<file path="src/rtl/riscv_mc_pkg.sv">
// riscv_mc_pkg: shared definitions for the multi-cycle RV32I control path.
// Holds opcode constants, the control FSM state encoding and the datapath
// select encodings driven by mc_control_fsm.
package riscv_mc_pkg;

    // Major opcodes (instruction[6:0])
    localparam logic [6:0] OP_LOAD   = 7'b0000011;
    localparam logic [6:0] OP_STORE  = 7'b0100011;
    localparam logic [6:0] OP_R      = 7'b0110011;
    localparam logic [6:0] OP_I      = 7'b0010011;
    localparam logic [6:0] OP_JAL    = 7'b1101111;
    localparam logic [6:0] OP_LUI    = 7'b0110111;
    localparam logic [6:0] OP_BRANCH = 7'b1100011;

    typedef enum logic [3:0] {
        StFetch    = 4'd0,
        StDecode   = 4'd1,
        StMemAdr   = 4'd2,
        StMemRead  = 4'd3,
        StMemWb    = 4'd4,
        StMemWrite = 4'd5,
        StExecR    = 4'd6,
        StExecI    = 4'd7,
        StJal      = 4'd8,
        StLui      = 4'd9,
        StAluWb    = 4'd10,
        StBeq      = 4'd11,
        StHalt     = 4'd12
    } state_e;

    // result_src
    localparam logic [1:0] ResAluOut = 2'b00;
    localparam logic [1:0] ResMem    = 2'b01;
    localparam logic [1:0] ResAlu    = 2'b10;

    // alu_src_a
    localparam logic [1:0] SrcAPc    = 2'b00;
    localparam logic [1:0] SrcAOldPc = 2'b01;
    localparam logic [1:0] SrcARs1   = 2'b10;
    localparam logic [1:0] SrcAZero  = 2'b11;

    // alu_src_b
    localparam logic [1:0] SrcBRs2   = 2'b00;
    localparam logic [1:0] SrcBImm   = 2'b01;
    localparam logic [1:0] SrcBFour  = 2'b10;

    // alu_op
    localparam logic [1:0] AluAdd    = 2'b00;
    localparam logic [1:0] AluSub    = 2'b01;
    localparam logic [1:0] AluFunct  = 2'b10;

endpackage

</file>
<file path="src/rtl/mc_control_fsm.sv">
// mc_control_fsm: main control FSM of the multi-cycle RV32I core.
// Sequences fetch/decode/execute/memory/writeback and drives the datapath
// selects, write strobes and the unified-memory handshake.
//
// Ports:
//   clk, rst_n            clock (rising edge), async active-low reset
//   opcode                instruction[6:0], sampled in DECODE and MEMADR
//   mem_ready             memory completes the current request this cycle
//   mem_req, mem_write    memory request and store qualifier
//   adr_src               memory address select (0 = PC, 1 = ALUOut)
//   ir_write, pc_update   IR/OldPC load and PC write strobes
//   reg_write             register file write enable
//   result_src            result bus select
//   alu_src_a, alu_src_b  ALU operand selects
//   alu_op                ALU operation class
//   branch                conditional-branch strobe
//   halted                FSM is in HALT
//
// Parameter ILLEGAL_HALT: 1 = unknown opcode halts (sticky), 0 = treated as NOP.
// Macro MC_CTRL_BEQ_EN: enables the BEQ state; otherwise 1100011 is illegal
// and branch is constant 0.
module mc_control_fsm
    import riscv_mc_pkg::*;
#(
    parameter bit ILLEGAL_HALT = 1'b1
) (
    input  logic       clk,
    input  logic       rst_n,
    input  logic [6:0] opcode,
    input  logic       mem_ready,
    output logic       mem_req,
    output logic       mem_write,
    output logic       adr_src,
    output logic       ir_write,
    output logic       pc_update,
    output logic       reg_write,
    output logic [1:0] result_src,
    output logic [1:0] alu_src_a,
    output logic [1:0] alu_src_b,
    output logic [1:0] alu_op,
    output logic       branch,
    output logic       halted
);

    state_e state_q, state_d;

    always_ff @(posedge clk or negedge rst_n) begin
        if (!rst_n) begin
            state_q <= StFetch;
        end else begin
            state_q <= state_d;
        end
    end

    always_comb begin
        state_d = state_q;
        case (state_q)
            StFetch:    if (mem_ready) state_d = StDecode;
            StDecode: begin
                case (opcode)
                    OP_LOAD, OP_STORE: state_d = StMemAdr;
                    OP_R:              state_d = StExecR;
                    OP_I:              state_d = StExecI;
                    OP_JAL:            state_d = StJal;
                    OP_LUI:            state_d = StLui;
`ifdef MC_CTRL_BEQ_EN
                    OP_BRANCH:         state_d = StBeq;
`endif
                    default:           state_d = ILLEGAL_HALT ? StHalt : StFetch;
                endcase
            end
            StMemAdr:   state_d = (opcode == OP_LOAD) ? StMemRead : StMemWrite;
            StMemRead:  if (mem_ready) state_d = StMemWb;
            StMemWb:    state_d = StFetch;
            StMemWrite: if (mem_ready) state_d = StFetch;
            StExecR:    state_d = StAluWb;
            StExecI:    state_d = StAluWb;
            StJal:      state_d = StAluWb;
            StLui:      state_d = StAluWb;
            StAluWb:    state_d = StFetch;
            StBeq:      state_d = StFetch;
            StHalt:     state_d = StHalt;
            default:    state_d = StFetch;
        endcase
    end

    always_comb begin
        mem_req    = 1'b0;
        mem_write  = 1'b0;
        adr_src    = 1'b0;
        ir_write   = 1'b0;
        pc_update  = 1'b0;
        reg_write  = 1'b0;
        result_src = ResAluOut;
        alu_src_a  = SrcAPc;
        alu_src_b  = SrcBRs2;
        alu_op     = AluAdd;
        branch     = 1'b0;
        halted     = 1'b0;
        case (state_q)
            StFetch: begin
                mem_req    = 1'b1;
                alu_src_b  = SrcBFour;
                result_src = ResAlu;
                // IR and PC load in the cycle the fetch completes.
                ir_write   = mem_ready;
                pc_update  = mem_ready;
            end
            StDecode: begin
                // Precompute PC-relative target into ALUOut.
                alu_src_a = SrcAOldPc;
                alu_src_b = SrcBImm;
            end
            StMemAdr: begin
                alu_src_a = SrcARs1;
                alu_src_b = SrcBImm;
            end
            StMemRead: begin
                mem_req = 1'b1;
                adr_src = 1'b1;
            end
            StMemWb: begin
                result_src = ResMem;
                reg_write  = 1'b1;
            end
            StMemWrite: begin
                mem_req   = 1'b1;
                mem_write = 1'b1;
                adr_src   = 1'b1;
            end
            StExecR: begin
                alu_src_a = SrcARs1;
                alu_src_b = SrcBRs2;
                alu_op    = AluFunct;
            end
            StExecI: begin
                alu_src_a = SrcARs1;
                alu_src_b = SrcBImm;
                alu_op    = AluFunct;
            end
            StJal: begin
                // Jump target comes from ALUOut; link value OldPC+4 is computed now.
                alu_src_a  = SrcAOldPc;
                alu_src_b  = SrcBFour;
                result_src = ResAluOut;
                pc_update  = 1'b1;
            end
            StLui: begin
                alu_src_a = SrcAZero;
                alu_src_b = SrcBImm;
            end
            StAluWb: begin
                result_src = ResAluOut;
                reg_write  = 1'b1;
            end
`ifdef MC_CTRL_BEQ_EN
            StBeq: begin
                alu_src_a  = SrcARs1;
                alu_src_b  = SrcBRs2;
                alu_op     = AluSub;
                result_src = ResAluOut;
                branch     = 1'b1;
            end
`endif
            StHalt: begin
                halted = 1'b1;
            end
            default: ;
        endcase

        // Reset overrides state decode so nothing is written while rst_n is low.
        if (!rst_n) begin
            mem_req    = 1'b0;
            mem_write  = 1'b0;
            adr_src    = 1'b0;
            ir_write   = 1'b0;
            pc_update  = 1'b0;
            reg_write  = 1'b0;
            branch     = 1'b0;
            halted     = 1'b0;
            result_src = ResAlu;
            alu_src_a  = SrcAPc;
            alu_src_b  = SrcBFour;
            alu_op     = AluAdd;
        end
    end

endmodule

</file>
<file path="config.mk">
export PLATFORM = sky130hd
export DESIGN_NAME = mc_control_fsm
export DESIGN_NICKNAME = d
export VERILOG_FILES = /design/src/rtl/riscv_mc_pkg.sv /design/src/rtl/mc_control_fsm.sv
export SDC_FILE = /design/constraint.sdc
export NUM_CORES = 1
export LEC_CHECK = 0
export CELL_PAD_IN_SITES_DETAIL_PLACEMENT = 0
export CELL_PAD_IN_SITES_GLOBAL_PLACEMENT = 2
export CORE_AREA = 3 3 58 60
export DETAILED_ROUTE_END_ITERATION = 12
export DIE_AREA = 0 0 61 63
export GPL_TIMING_DRIVEN = 0
export PLACE_DENSITY = 0.75
export SLEW_MARGIN = 30
export SYNTH_ARGS = -nofsm -noshare
export SYNTH_HDL_FRONTEND = slang
export SYNTH_SLANG_ARGS = --single-unit
</file>
<file path="constraint.sdc">
create_clock -name clk -period 1.6 [get_ports clk]
set_input_delay 0.32 -clock clk [delete_from_list [all_inputs] [get_ports clk]]
set_output_delay 0.32 -clock clk [all_outputs]
set_load 0.05 [all_outputs]
</file>
## After elaboration in Yosys (flattened, before gate mapping)

Index checks and enable logic that the tools add are counted.

- Input port bits: 10
- Output and inout bits: 16
- Register bits after elaboration: 4
- Logic and storage cells: 61

- Reductions and logical operators: 12
- Eq/ne operators: 20
- Multiplexer cells: 28

Operator list:

| kind | count |
|---|---|
| $pmux W4 S7 | 1 |
| $eq A7 B6 Y1 const B | 3 |
| $pmux W4 S5 | 1 |
| $eq A4 B3 Y1 const B | 4 |
| $eq A4 B4 Y1 const B | 4 |
| $mux W1 | 13 |
| $mux W4 | 3 |
| $reduce_or A2 Y1 | 6 |
| $mux W2 | 5 |
| $eq A4 B2 Y1 const B | 2 |
| $pmux W2 S2 | 2 |
| $reduce_or A4 Y1 | 2 |
| $eq A7 B2 Y1 const B | 1 |
| $eq A7 B5 Y1 const B | 1 |
| $eq A7 B7 Y1 const B | 1 |
| $ne A2 B2 Y1 const B | 3 |
| $pmux W2 S3 | 1 |
| $reduce_or A3 Y1 | 2 |
| $eq A4 B1 Y1 const B | 1 |
| $logic_not A4 Y1 | 1 |
| $mux W3 | 1 |
| $reduce_and A3 Y1 | 1 |
| $pmux W1 S2 | 1 |

## Depth between registers and ports, before layout

- Word-level depth: 4
- Mapped depth: 5
- Mapped depth without buffers: 4

## Least setup slack after synthesis

Ideal clock, no wire load.

- Path type: reg-to-output
- From: register state_q[0]
- To: output result_src[1]
- Path buffers: 2
- Slack: -1.156 ns
- Required time: 1.280 ns
- Arrival time: 2.436 ns
- Cell stages (with the launch flop): 4
- Cells stage by stage: dfrtp_1 -> clkbuf_1 -> buf_1 -> o41ai_1

- Longest elaborated chain between the ends: 3
- Elaborated cells on any way between the ends: 4
- Those cells by class: eq/ne: 1; mux: 2; reduce/logical: 1

RTL lines:

| element | line | text |
|---|---|---|
| start: declaration | mc_control_fsm.sv:45 | `state_e state_q, state_d;` |
| start signal: assignment | mc_control_fsm.sv:49 | `state_q <= StFetch;` |
| start signal: assignment | mc_control_fsm.sv:51 | `state_q <= state_d;` |
| $eq A4 B3 Y1 / $logic_not A4 Y1 (equally long branches) | mc_control_fsm.sv:100 | `case (state_q)` |
| $pmux W2 S2 (*) | mc_control_fsm.sv:100 |  |
| $mux W2 (*) | mc_control_fsm.sv:172 | `if (!rst_n) begin` |
| end: declaration | mc_control_fsm.sv:37 | `output logic [1:0] result_src,` |

Every way passes the cells marked *; elsewhere a longest branch is shown, timed or not.

## Worst setup path after layout

- From: register state_q[3]
- To: output reg_write

- Longest elaborated chain between the ends: 4
- Elaborated cells on any way between the ends: 5
- Those cells by class: eq/ne: 2; mux: 2; reduce/logical: 1

RTL lines:

| element | line | text |
|---|---|---|
| $eq A4 B3 Y1 / $eq A4 B4 Y1 (equally long branches) | mc_control_fsm.sv:100 |  |
| $reduce_or A2 Y1 (no line) (*) | -- |  |
| $mux W1 (*) | mc_control_fsm.sv:100 |  |
| $mux W1 (*) | mc_control_fsm.sv:172 |  |
| end: declaration | mc_control_fsm.sv:36 | `output logic reg_write,` |

Marks and branches as above.

==> impl_metrics.env <==
export IMPL_outcome="finished with violations"
export IMPL_violations="negative setup slack"
export IMPL_yosys_area_share_simple_pct=38.8
export IMPL_layout_common_cells="buf_4 (17), buf_6 (13), buf_8 (6), clkdlybuf4s50_1 (6)"
export IMPL_portBuffers=22
export IMPL_synth_compound_area_share_pct=28.5
export IMPL_max_freq_mhz=560
export IMPL_fin_nets=143
export IMPL_cts_sinks=4
export IMPL_crit_arrival_ps=1470
export IMPL_ctsHtreeMaxLevel=1
export IMPL_antenna_found_initial=0
export IMPL_hold_worst_slack_ps=641
export IMPL_crit_path_start_kind="flip-flop"
export IMPL_p_leak_uw=0.000553
export IMPL_synth_area_um2=601
export IMPL_cts_root_buf="clkbuf_4"
export IMPL_clk_pin_slew_ps=40
export IMPL_regToRegStartpoint="state_q[1]"
export IMPL_remaining_drc_errors=0
export IMPL_worstPathMaxFanout=6
export IMPL_setup_viol=12
export IMPL_max_cap_violations=0
export IMPL_layout_drive_gt1_share_pct=63.4
export IMPL_ir_drop_v=0.000771
export IMPL_io_pins=26
export IMPL_diodes=0
export IMPL_synth_distinct_cells=44
export IMPL_ys_flop_type="dfrtp_1"
export IMPL_synth_area_mux_share_pct=3.33
export IMPL_reg2reg_depth=6
export IMPL_hp_class="in -> async"
export IMPL_die_h_um=63
export IMPL_cts_tree="built"
export IMPL_synth_xor_area_share_pct=2.92
export IMPL_gr_usage_all_layers_pct=13.1
export IMPL_cts_made_buffers=3
export IMPL_vias=825
export IMPL_grt_max_degree=11
export IMPL_synth_edf_count=0
export IMPL_critical_path_class="reg -> out"
export IMPL_setup_tns_ps=-1370
export IMPL_antenna_left=0
export IMPL_rsz0062_at_grt="yes"
export IMPL_grt_pass1_vias=845
export IMPL_regMostFlops="state_q"
export IMPL_seq_area_um2=104
export IMPL_finalHoldViolCount=0
export IMPL_die_area_mm2=0.00384
export IMPL_largest_reg_flops=4
export IMPL_reg_top3="state_q: 4 flops"
export IMPL_layout_commonest_cell="buf_4"
export IMPL_ys_warn_count=0
export IMPL_timing_final_ws_setup_ps=-187
export IMPL_hpwl_mm=1.63
export IMPL_clock_latency_ps=240
export IMPL_wl_per_cell_um=15.1
export IMPL_synth_fa_ha_area_share_pct=0
export IMPL_die_width_um=61
export IMPL_drtPass1Iterations=4
export IMPL_syn_inst=87
export IMPL_ys_seq_elements=4
export IMPL_routed_wirelength_mm=2.48
export IMPL_slew_viol_final=0
export IMPL_viasPerCell=5.03
export IMPL_yosysSeqAreaShare_pct=16.7
export IMPL_start_util_pct=20.2
export IMPL_p_per_area_mw_per_mm2=1760
export IMPL_multi_input_area_um2=663
export IMPL_rows=20
export IMPL_core_area_mm2=0.00298
export IMPL_clockBufferDepth=2
export IMPL_drtIter0Drc=15
export IMPL_cp_required_ps=1280
export IMPL_fin_crit_ps=1790
export IMPL_synthArstFlopShare_pct=100
export IMPL_grt_ovfl_total=0
export IMPL_synth_top_family_by_area="simple AND/OR/NAND/NOR gates"
export IMPL_end_kind="output pin"
export IMPL_crit_start="state_q[3]"
export IMPL_filler_cell_count=296
export IMPL_clock_skew_ps=5.80
export IMPL_post_route_period_util_pct=112
export IMPL_area_growth_syn_to_layout_pct=127
export IMPL_grt_pass1_wl_mm=3.92
export IMPL_gp_congestion=0.812
export IMPL_syn_avg_cell_area_um2=6.90
## Yosys cell counts (all sizes together), types with 3 or more instances
cell type  number  area [µm²]
nand2b          4        25.0
buf             5        28.8
a21oi           3        15.0
nor2           12        45.0
nand2           5        18.8
dfrtp           4         100
clkbuf          4        15.0
o21ai           3        15.0
inv             3        11.3
nor2b           5        31.3
nor3            3        15.0
## what timing repair did
action	in CTS	in global routing
setup endpoints to repair	16	17
pin swaps	6	3
setup buffers	14	4
gates resized for setup	139	17
hold endpoints to repair	4	0
hold buffers	1	0
## worst max-delay path, stage by stage, from the launching register on
cell and delay [ps]:
dfrtp_2 460, clkbuf_16 190, and3_4 180, a21oi_2 40, nor3b_4 190, buf_6 180
## layer usage
layer | wire length, µm | track usage [%] | up-vias | part of all wire, %
met5 | 0 | 0 | - | 0
met4 | 0 | 4.34 | 0 | 0
met3 | 77 | 1.86 | 0 | 3.1
met2 | 1300 | 21.9 | 15 | 52
met1 | 1100 | 16.7 | 404 | 44
li1 | - | - | 406 | -
## where the power goes
group	leakage, µW	internal (µW)	switching (µW)
Clock	0.0000138	83.9	41.7
Sequential	0.0000472	150	101
Combinational	0.000492	965	1050
Total	0.000553	1200	1190
## cell type report
class	count	area share, %
clock buffers	3	1.65
plain buffers	8	8.36
multi-input cells	72	48.7
flip-flops and latches	4	7.63
inverters	3	1.01
well taps	33	3.03
repair buffers	41	29.6
## through the flow
stage                     worst slack [ps]  area (µm²)  std cells  utilization, %  total power [µW]
after global placement               -1350         983        143            33.0              1580
final                                 -187        1360        164            45.7              2390
after CTS                             -182        1270        160            42.5              2230
after floorplan                       -176         722         88               -              1230
after global routing                  -230        1360        164            45.7              2530
after detailed placement             -1370         983        143            33.0              1580
## cell families (layout without fill, tap and decap cells)
group           Yosys count  after routing
simple gates             43             43
flops                     4              4
mux                       2              2
buf+inv                  12             55
compound gates           23             23
other cells               1              2
xor+xnor                  2              2
## worst paths after layout
path	endpoint	slack, ps
worst max-delay path	reg_write	-190
max in group asynchronous	state_q[0]	770
worst min register to register	state_q[3]	730
min in group clk	state_q[2]	710
worst min-delay path	state_q[1]	640
worst max register to register	state_q[2]	50
No activity file was read; power rests on OpenSTA's default activity.
==> patch 1 (same settings) <==
Change the parameter `ILLEGAL_HALT` from 1'b1 to 1'b0.
--- a/src/rtl/mc_control_fsm.sv
+++ b/src/rtl/mc_control_fsm.sv
@@ -22,7 +22,7 @@
 module mc_control_fsm
     import riscv_mc_pkg::*;
 #(
-    parameter bit ILLEGAL_HALT = 1'b1
+    parameter bit ILLEGAL_HALT = 1'b0
 ) (
     input  logic       clk,
     input  logic       rst_n,
Formal check against the unedited RTL: not equivalent (Yosys sat finds a counterexample within 4 cycles, from zero or initial values and one cycle with rst_n low).
==> patch 1 against the original RTL <==
Global-route usage is 0.73 points lower; count of clock-buffer cells in the layout is the same; worst setup slack got worse by 0.0013 ns; the run still ends with negative setup slack left; largest power group unchanged; sequential cell count unchanged; total power is 13% lower; wire length fell by 9.3%; critical endpoint is now alu_src_a[1]; combinational power fell by 12%; cell area down 1.2%; critical path depth stayed put; first-iteration DRC count is 27% higher; synthesized area rose by 0.42%.
==> patch 1: results (changes against the original RTL) <==
| Metric | Value |
|---|---|
| DP Wirelength | 1460 µm (-10%) |
| Starting DRT DRC Count | 19 (+4) |
| Final WS setup | -0.1883 ns (-0.001343 ns) |
| Xor/xnor share of the synthesized area | 2.905% (-0.012 points) |
| Met1 Wirelength | 1020 µm (-7.6%) |
| # nets final | 144 (+0.70%) |
| Vias in the first global route | 776 (-8.2%) |
| GR Util All Layers | 12.38% (-0.73 points) |
| Pleak | 0.5960 nW (+7.8%) |
| Dpl cell area | 1051 µm² (+6.9%) |
| Synth top cells by count | nor2_1 (9), nand2_1 (8), nor2b_1 (7) |
| GR Layer Usage met1 | 16.60% (-0.12 points) |
| Failing checks | negative setup slack |
| Setup TNS | -1.764 ns (-0.3963 ns) |
| Unique masters post-synth | 40 (-9.1%) |
| First-pass GRT wire length | 3629 µm (-7.4%) |
| RePlAce Congestion | 0.7364 (-9.4%) |
| Status | finished, violations left |
| Layout cells sized above 1 | 53.79% (-9.6 points) |
| Critical path's top delay family | buffers and inverters |
| Hold crit path type | input pin to flop |
| Pre-CTS setup slack | -1.216 ns (+0.1580 ns) |
| Vias | 817 (-0.97%) |
| Final setup viols | 14 (+2) |
| Compound-Gate Fraction of Synth Area | 27.39% (-1.2 points) |
| Routing usage on met2 | 19.79% (-2.1 points) |
-- patch 1: final timing paths --
path,slack (ns),cells after the start,to
setup / recovery,-0.19,5,alu_src_a[1]
hold / removal,0.62,3,state_q[0]
setup reg to reg,0.05,7,state_q[0]
hold reg to reg,0.71,2,state_q[0]
max in group asynchronous,0.73,2,state_q[3]
min in group asynchronous,0.68,2,state_q[0]
-- patch 1: tightest hold or removal path, cell delays in order --
cell and delay, ns:
dlygate4sd2_1 0.33, nand2_1 0.09, a21oi_1 0.06
-- patch 1: area by class of cell --
cell class / instances / area (µm²) / area share (%)
Buffer: 9 / 128.9 / 9.581
Clock buffer: 3 / 22.52 / 1.674
Inverter: 1 / 3.754 / 0.2791
Multi-Input combinational cell: 74 / 634.4 / 47.16
Sequential cell: 4 / 101.3 / 7.535
Tap cell: 33 / 41.29 / 3.070
Timing Repair Buffer: 41 / 412.9 / 30.70
-- patch 1: per-stage QoR --
| stage | hold slack, ns | utilization [%] | instances |
|---|---|---|---|
| after detailed placement | 0.7124 | 35.29 | 144 |
| final | 0.6188 | 45.17 | 165 |
| after global routing | 0.6312 | 45.17 | 165 |
| after CTS | 0.6179 | 42.48 | 160 |
| after global placement | 0.7258 | 35.29 | 144 |
| after floorplan | 0.02441 | - | 88 |
-- patch 1: timing repair --
| action | 4_1_cts | 5_1_grt |
|---|---|---|
| setup endpoints to repair | 16 | 18 |
| buffers inserted | 10 | 5 |
| resized for setup | 124 | 12 |
| pin swaps | 9 | 12 |
| hold endpoints to repair | 4 | 0 |
| hold buffers | 1 | 0 |
| gates cloned | 2 | 0 |
-- patch 1: power breakdown --
part | switching, mW | internal (mW)
clock | 0.0378 | 0.0837
sequential | 0.0408 | 0.139
combinational | 0.925 | 0.843
total | 1.00 | 1.07
==> patch 2 (config.mk and constraints unchanged) <==
Without the edit above. Make the reset (`rst_n`) synchronous in one clocked block. Comments in the files are not updated.
--- a/src/rtl/mc_control_fsm.sv
+++ b/src/rtl/mc_control_fsm.sv
@@ -44,7 +44,7 @@
 
     state_e state_q, state_d;
 
-    always_ff @(posedge clk or negedge rst_n) begin
+    always_ff @(posedge clk) begin
         if (!rst_n) begin
             state_q <= StFetch;
         end else begin
Formal check against the unedited RTL: same outputs for any inputs over 10 cycles, from zero or initial values and one cycle with rst_n low; that may be too few to reach the edited logic, so the function may still have changed.
==> patch 2 against the original RTL <==
The run still ends with negative setup slack left; register-to-register slack improved by 0.08 ns; total power shrank 17%; die area did not move; non-clock buffer count did not move; cell area shrank 7.4%; wire length is 9.6% lower; utilization is 3.4 points lower; synthesized area fell by 3.3%; sequential cell count is the same; sequential share of layout area is 0.28 points lower; critical path depth fell by 2; worst setup slack gained 0.013 ns; synthesized cell count down 1.1%; largest power group unchanged.
==> patch 2: results (changes against the original RTL) <==
| Metric | Value |
|---|---|
| # nets final | 142 (-0.70%) |
| Final setup viols | 13 (+1) |
| VDD IR max | 347.1 µV (-55%) |
| RR Startpoint | state_q[2] |
| Hold crit path type | flop to flop |
| Failing checks | negative setup slack |
| Wirelength per Cell | 13.68 µm (-9.6%) |
| Clk_skew | 0.01329 ns (+0.007481 ns) |
| Vias in the first global route | 765 (-9.5%) |
| Mux contribution to synthesized area | 1.724% (-1.6 points) |
| FF-to-FF setup slack | 0.13 ns (+0.08 ns) |
| Synth top cells by count | nor2_1 (12), nand2_1 (8), nor3_1 (6) |
| Hold Slack | 0.6822 ns (+0.04153 ns) |
| Setup TNS | -1.163 ns (+0.2044 ns) |
| # fillers | 302 (+2.0%) |
| Final WS setup | -0.1742 ns (+0.01272 ns) |
| Pleak | 0.5158 nW (-6.7%) |
| Worst EP arrival | 1.45 ns (-0.02 ns) |
| Sequential fraction of the synthesis area | 13.79% (-2.9 points) |
| Critical path's top delay family | simple AND/OR/NAND/NOR gates |
| Status | finished, violations left |
| Post-synth ARST share | 0% (-100 points) |
| Compound-Gate Fraction of Synth Area | 26.72% (-1.8 points) |
| Port bufs | 23 (+4.5%) |
| RePlAce Congestion | 0.7595 (-6.5%) |
| Xor/xnor share of the synthesized area | 3.017% (+0.10 points) |
[patch 2: kinds of logic (layout without fill, tap and decap cells)]
| family | count (synthesis) | count (layout) |
|---|---|---|
| buf+inv | 10 | 54 |
| flops | 4 | 4 |
| xor+xnor | 2 | 2 |
| simple gates | 46 | 46 |
| other cells | 1 | 2 |
| mux | 1 | 1 |
| compound gates | 22 | 22 |
[patch 2: timing repair]
item / in CTS / in global routing
hold buffers: 0 / 0
setup buffers: 8 / 10
setup endpoints to repair: 17 / 15
gates resized for setup: 124 / 16
pin swaps: 5 / 8
[patch 2: how the worst max path moves through the flow]
stage / from / to / slack [ns]
after CTS: state_q[2] / alu_src_b[0] / -0.18
after global placement: rst_n / mem_req / -1.14
after detailed placement: rst_n / adr_src / -1.12
after global routing: state_q[2] / halted / -0.21
final: state_q[2] / alu_src_b[0] / -0.17
after floorplan: state_q[1] / pc_update / -0.19
[patch 2: routing by layer]
layer  share of wire, %  global-route usage (%)  up-vias
met5                  0                       0        -
met4                4.5                   7.317        0
li1                   -                       -      402
met1                 42                   13.97      374
met2                 48                   20.59       28
met3                5.4                  0.4132        9
[patch 2: cell type report]
| type | count | share of cell area (%) |
|---|---|---|
| Timing Repair Buffer | 41 | 30.29 |
| Tap cell | 33 | 3.277 |
| Sequential cell | 4 | 7.349 |
| Multi-Input combinational cell | 73 | 48.76 |
| Clock buffer | 4 | 2.085 |
| Buffer | 8 | 7.944 |
| Inverter | 1 | 0.2979 |
[patch 2: through the flow]
| stage | utilization (%) | power, mW | worst slack (ns) | area (µm²) | std cells |
|---|---|---|---|---|---|
| global route | 42.31 | 2.077 | -0.2090 | 1260 | 164 |
| floorplan | - | 1.106 | -0.1864 | 693.2 | 87 |
| global placement | 32.40 | 1.406 | -1.140 | 964.7 | 143 |
| detailed placement | 32.40 | 1.411 | -1.117 | 964.7 | 143 |
| CTS | 38.19 | 1.802 | -0.1787 | 1137 | 154 |
| finish | 42.31 | 1.972 | -0.1742 | 1260 | 164 |
[patch 2: where the power goes]
part           switching [mW]  total (mW)  leakage (nW)  internal, mW
logic                   0.886        1.61         0.465         0.729
clock network          0.0551       0.150        0.0150        0.0944
registers              0.0584       0.208        0.0353         0.149
total                   0.999        1.97         0.516         0.973
[patch 2: worst min-delay path, cell delays in order (launching register included)]
cell and delay [ns]:
dfxtp_4 0.36, buf_4 0.11, nor4b_1 0.06, o2bb2ai_1 0.12
